`config.mk`:
```
export PLATFORM = sky130hd
export DESIGN_NAME = fetch_unit
export DESIGN_NICKNAME = d
export VERILOG_FILES = /design/src/rtl/common.sv /design/src/rtl/pipes.sv /design/src/rtl/fetch_unit.sv
export SDC_FILE = /design/constraint.sdc
export NUM_CORES = 1
export LEC_CHECK = 0
export CAP_MARGIN = 25
export CORE_MARGIN = 3
export CORE_UTILIZATION = 46
export DETAILED_ROUTE_END_ITERATION = 10
export PLACE_DENSITY = 0.77
export SLEW_MARGIN = 20
export SYNTH_ARGS = -nofsm -noshare
export SYNTH_HDL_FRONTEND = slang
export SYNTH_SLANG_ARGS = --single-unit
export TNS_END_PERCENT = 100
```
`constraint.sdc`:
```
create_clock -name clk -period 2.15 [get_ports clk]
set_input_delay 0.5375 -clock clk [delete_from_list [all_inputs] [get_ports clk]]
set_output_delay 0.5375 -clock clk [all_outputs]
set_load 0.01 [all_outputs]
```
`src/rtl/common.sv`:
```
// Core-wide constants shared by the pipeline front end.
package common;
  localparam logic [63:0] RESET_PC_DEFAULT = 64'h8000_0000;
endpackage

```
`src/rtl/pipes.sv`:
```
// Inter-stage payload types and constants for the pipeline.
package pipes;
  localparam logic [31:0] NOP_INSTR = 32'h0000_0013;

  typedef struct packed {
    logic        valid;
    logic [63:0] pc;
    logic [31:0] raw_instr;
    logic        misalign;
  } fetch_data_t;
endpackage

```
`src/rtl/fetch_unit.sv`:
```
// Instruction fetch: one bus request in flight, one-entry output register to decode,
// redirect handling that drains a stale in-flight request before refetching.
//
// state | meaning
// IDLE  | first cycle after reset, picks RESET_PC
// REQ   | bus request at pc (or misaligned pc turned into a NOP)
// WAIT  | request accepted, awaiting data
// HOLD  | instruction presented to decode until taken or squashed
// FLUSH | stale request in flight, data will be dropped
module fetch_unit
  import common::*;
  import pipes::*;
#(
  parameter logic [63:0] RESET_PC = RESET_PC_DEFAULT
) (
  input  logic        clk,
  input  logic        resetn,
  output logic        ireq_valid,
  output logic [63:0] ireq_addr,
  input  logic        iresp_addr_ok,
  input  logic        iresp_data_ok,
  input  logic [31:0] iresp_data,
  output logic        f_valid,
  output logic [63:0] f_pc,
  output logic [31:0] f_raw_instr,
  output logic        f_misalign,
  input  logic        d_ready,
  input  logic        redirect_valid,
  input  logic [63:0] redirect_pc
);
  typedef enum logic [2:0] {IDLE, REQ, WAIT, HOLD, FLUSH} state_e;

  state_e      state_q, state_d;
  logic [63:0] pc_q, pc_d;
  logic [63:0] pend_pc_q, pend_pc_d;
  logic        pend_q, pend_d;
  logic        ireq_valid_q, ireq_valid_d;
  fetch_data_t fd_q, fd_d;
  logic        pc_mis;

  assign pc_mis = (pc_q[1:0] != 2'b00);

  always_comb begin
    state_d   = state_q;
    pc_d      = pc_q;
    pend_d    = pend_q;
    pend_pc_d = pend_pc_q;
    fd_d      = fd_q;
    case (state_q)
      IDLE: begin
        state_d = REQ;
        pc_d    = redirect_valid ? redirect_pc : RESET_PC;
      end
      REQ: begin
        if (pc_mis) begin
          if (redirect_valid) begin
            pc_d = redirect_pc;
          end else begin
            state_d = HOLD;
            fd_d    = '{valid: 1'b1, pc: pc_q, raw_instr: NOP_INSTR, misalign: 1'b1};
          end
        end else if (iresp_addr_ok) begin
          pend_d = 1'b0;
          if (redirect_valid) begin
            pc_d    = redirect_pc;
            state_d = FLUSH;
          end else if (pend_q) begin
            pc_d    = pend_pc_q;
            state_d = FLUSH;
          end else begin
            state_d = WAIT;
          end
        end else if (redirect_valid) begin
          // Bus address must not change until accepted, so park the new target.
          pend_d    = 1'b1;
          pend_pc_d = redirect_pc;
        end
      end
      WAIT: begin
        if (redirect_valid) begin
          pc_d    = redirect_pc;
          state_d = iresp_data_ok ? REQ : FLUSH;
        end else if (iresp_data_ok) begin
          state_d = HOLD;
          fd_d    = '{valid: 1'b1, pc: pc_q, raw_instr: iresp_data, misalign: 1'b0};
        end
      end
      HOLD: begin
        if (redirect_valid || d_ready) begin
          pc_d          = redirect_valid ? redirect_pc : pc_q + 64'd4;
          state_d       = REQ;
          fd_d.valid    = 1'b0;
          fd_d.misalign = 1'b0;
        end
      end
      FLUSH: begin
        if (redirect_valid) pc_d = redirect_pc;
        if (iresp_data_ok) state_d = REQ;
      end
      default: state_d = IDLE;
    endcase
    ireq_valid_d = (state_d == REQ) && (pc_d[1:0] == 2'b00);
  end

  always_ff @(posedge clk or negedge resetn) begin
    if (!resetn) begin
      state_q      <= IDLE;
      pc_q         <= RESET_PC;
      pend_q       <= 1'b0;
      pend_pc_q    <= '0;
      ireq_valid_q <= 1'b0;
      fd_q         <= '0;
    end else begin
      state_q      <= state_d;
      pc_q         <= pc_d;
      pend_q       <= pend_d;
      pend_pc_q    <= pend_pc_d;
      ireq_valid_q <= ireq_valid_d;
      fd_q         <= fd_d;
    end
  end

  assign ireq_valid  = ireq_valid_q;
  assign ireq_addr   = pc_q;
  assign f_valid     = fd_q.valid;
  assign f_pc        = fd_q.pc;
  assign f_raw_instr = fd_q.raw_instr;
  assign f_misalign  = fd_q.misalign;
endmodule

```
==> flow_metrics.env <==
export IMPL_grt_util_all_layers=0.277
export IMPL_synth_largest_area_cell="sky130_fd_sc_hd__dfrtp_1"
export IMPL_ys_top_cells_by_count="sky130_fd_sc_hd__dfrtp_1, sky130_fd_sc_hd__nand2_1, sky130_fd_sc_hd__mux2_2"
export IMPL_final_min_clock_period_ps=2170
export IMPL_finalWeightedCongestion=0.971
export IMPL_die_width_um=168
export IMPL_final_hold_worst_slack_ps=441
export IMPL_coreArea_um2=25400
export IMPL_worst_endpoint_required_ps=2560
export IMPL_dr_total_vias=11500
export IMPL_detailed_place_hpwl_mm=28.6
export IMPL_synth_edff_count=0
export IMPL_antenna_violations_before_repair=3
export IMPL_fin_crit_sh=1.01
export IMPL_rsz_0062_raised_after_global_routing="true"
export IMPL_most_used_cell_along_the_critical_path="sky130_fd_sc_hd__buf_4"
export IMPL_setup_slack_ps=-18.3
export IMPL_synth_seq_cells=231
export IMPL_cts_path_max_buffers=3
export IMPL_yosysTopAreaCellShare=0.479
export IMPL_final_antenna_net_count=0
export IMPL_timing_worst_slew_pin_value_ps=497
export IMPL_synthMostInstantiatedCell="sky130_fd_sc_hd__dfrtp_1"
export IMPL_placement_io_buffers=264
export IMPL_post_route_cells_drive_above_1_share=0.297
export IMPL_yosysSeqAreaShare=0.482
export IMPL_worst_hold_path_endpoint="ireq_addr[63]"
export IMPL_criticalPathCategory="reg -> reg"
export IMPL_layout_core_utilization=0.685
export IMPL_max_clock_freq_mhz=461
export IMPL_area_growth_synth_to_final_pct=44.8
export IMPL_synthesis_instances=1188
export IMPL_timing_hold_worst_path_depth=3
export IMPL_cts_buffers=26
export IMPL_regToRegEndpoint="ireq_addr[62]"
export IMPL_route_detailed_wl_per_inst_um=21.5
export IMPL_r2r_worst_path_cells=8
export IMPL_power_density_nw_per_um2=1450
export IMPL_post_place_cells=1832
export IMPL_p_sw_frac=0.374
export IMPL_initial_standard_cell_utilization_of_the_core=0.473
export IMPL_yosys_warnings=0
export IMPL_p_leak_nw=7.79
export IMPL_detailedRoute_firstPassIterationCount=6
export IMPL_startpoint_type="flip-flop"
export IMPL_worst_path_max_delay_cell="sky130_fd_sc_hd__dfrtp_1"
export IMPL_worst_clock_skew_ps=15.1
export IMPL_tritoncts="yes"
export IMPL_placement_rows=58
export IMPL_max_cap_violations=0
export IMPL_net_count_synth=1291
export IMPL_syn_avg_cell_area_um2=10.1
export IMPL_final_report_max_slew_violation_count=0
export IMPL_synth_distinct_cells=81
export IMPL_critical_path_max_fanout=4
export IMPL_drt_total_wl_mm=41.1
export IMPL_clk_root_buffer_cell="sky130_fd_sc_hd__clkbuf_16"
export IMPL_routed_via_density=6.02
export IMPL_internal_power_w=0.0158
export IMPL_ioPinCount=265
export IMPL_power_switching_w=0.00946
export IMPL_setup_worst_path_end_class="flip-flop"
export IMPL_timing_hold_worst_start="redirect_valid"
export IMPL_crit_path_max_incr_delay_ps=350
export IMPL_result_of_the_run="finished with violations"
export IMPL_synth_flop_cell="sky130_fd_sc_hd__dfrtp_1"
export IMPL_finalInstanceArea_um2=17400
export IMPL_drt_drc_violations_left=0
export IMPL_tritoncts_num_sinks=231
export IMPL_worstReg2RegStart="ireq_addr[16]"
export IMPL_path_clk_slew_ps=60
export IMPL_grt_first_pass_wirelength_mm=63.1
export IMPL_critical_path_arrival_ps=2580
export IMPL_crit_chain="buf_4, nand4_1, nor4_2, buf_4, nor3b_4, nand4_4, and3_4, or3_1"
export IMPL_synth_area_top_cells="sky130_fd_sc_hd__dfrtp_1, sky130_fd_sc_hd__mux2_2, sky130_fd_sc_hd__nand2_1, sky130_fd_sc_hd__buf_4, sky130_fd_sc_hd__o21ai_0"
export IMPL_clock_latency_ps=540
export IMPL_h_tree_depth=1
export IMPL_violations="negative setup slack"
export IMPL_design_final_nets=1662
export IMPL_finalSetupViolCount=2
export IMPL_power_combinational_fraction=0.515
export IMPL_post_place_ws_ps=-505
export IMPL_max_slew_margin_rel=0.668
export IMPL_num_fill_cells=1811
export IMPL_first_global_vias=11500
export IMPL_die_h_um=168
export IMPL_post_synth_instance_area_um2=12000
export IMPL_post_dp_cell_area_um2=15900
export IMPL_clock_power_share=0.188
export IMPL_slack_of_the_worst_reg_to_reg_path_ps=-20
export IMPL_die_area_um2=28100
export IMPL_globalRouteOverflowTotal=0
export IMPL_share_seq_of_total_power=0.297
export IMPL_grt_start_max_net_pins=64
export IMPL_first_iter_violations=1238
export IMPL_hold_violations=0
export IMPL_async_reset_ff_frac=1.00
export IMPL_worst_ir_drop_vdd_mv=0.939
export IMPL_post_layout_nonfiller_instances=1911
export IMPL_worst_hold_path_type="in -> reg"
[through the flow]
| stage | total power (W) | TNS (ps) |
|---|---|---|
| 2_1_floorplan | 0.0140 | 0 |
| 3_3_place_gp | 0.0195 | -26260 |
| 3_5_place_dp | 0.0199 | -39470 |
| 4_1_cts | 0.0249 | -39.3 |
| 5_1_grt | 0.0266 | -646 |
| 6_report | 0.0253 | -21.6 |
[power groups by stage]
stage          clock network [W]  registers [W]  logic [W]
2_1_floorplan                  0        0.00782    0.00616
5_1_grt                  0.00501        0.00772     0.0138
6_report                 0.00476        0.00750     0.0130
4_1_cts                  0.00481        0.00745     0.0126
3_3_place_gp                   0        0.00744     0.0121
3_5_place_dp                   0        0.00753     0.0124
[metal layers]
layer  wire length [um]  track usage
met1              16000        0.365
met2              19500        0.453
met3               3960       0.0484
met4               1640        0.114
met5                 13            0
[cell usage in the layout, fill, tap and decap left out, drive strengths merged, types with 22 or more instances in the layout]
cell,Yosys,final
a21oi,35,35
a22oi,26,26
buf,104,224
clkbuf,42,36
clkdlybuf4s50,0,215
dfrtp,230,230
dlygate4sd2,0,25
dlymetal6s2s,0,22
mux2,119,119
nand2,151,151
nand3,46,46
nand4,22,22
nor2,48,48
nor3,25,25
o21ai,108,108
[repair_timing]
action | in CTS | in global routing
cloned | 0 | 3
hold buffers | 1 | 0
pin swaps | 7 | 26
hold endpoints to repair | 54 | 0
resized for setup | 49 | 67
setup endpoints to repair | 117 | 132
buffers inserted | 12 | 14
[critical path, delay by kind of cell, from the launching register on]
kind / cells / cell delay, ps
buffers and inverters: 2 / 290
flip-flops: 1 / 350
AND/OR/NAND/NOR: 6 / 1390
[how the worst max path moves through the flow]
| stage | start | cells past startpoint | endpoint |
|---|---|---|---|
| floorplan | ireq_addr[2] | 7 | ireq_addr[62] |
| global placement | iresp_addr_ok | 8 | ireq_addr[13] |
| detailed placement | iresp_addr_ok | 7 | ireq_addr[56] |
| CTS | state_q[1] | 7 | ireq_addr[56] |
| global route | ireq_addr[16] | 9 | ireq_addr[38] |
| finish | ireq_addr[16] | 8 | ireq_addr[62] |
[state kept, by name, indices dropped and copies added (netlist names)]
name         count
f_misalign       1
f_pc            64
f_raw_instr     32
f_valid          1
ireq_addr       64
ireq_valid       1
pend_pc_q       64
pend_q           1
state_q          3
[area by class of cell]
class	instances	area [um2]	area share
sequential	231	5790	0.333
multi-input combinational	797	5580	0.321
timing repair buffer	489	4620	0.266
clock buffer	34	772	0.0444
tap	330	413	0.0237
clock inverter	14	156	0.00899
inverter	14	52.6	0.00302
antenna	2	5.00	0.000288
[kinds of logic after synthesis]
logic type,count (synthesis),synth area share
flip-flops,231,0.482
AND/OR/NAND/NOR,372,0.158
multiplexers,122,0.114
AO/OA/AOI/OAI,286,0.158
adder cells (fa/ha/maj),1,0.00104
buffers and inverters,160,0.0759
XOR/XNOR,16,0.0117
Power figures use the tool's default switching activity.
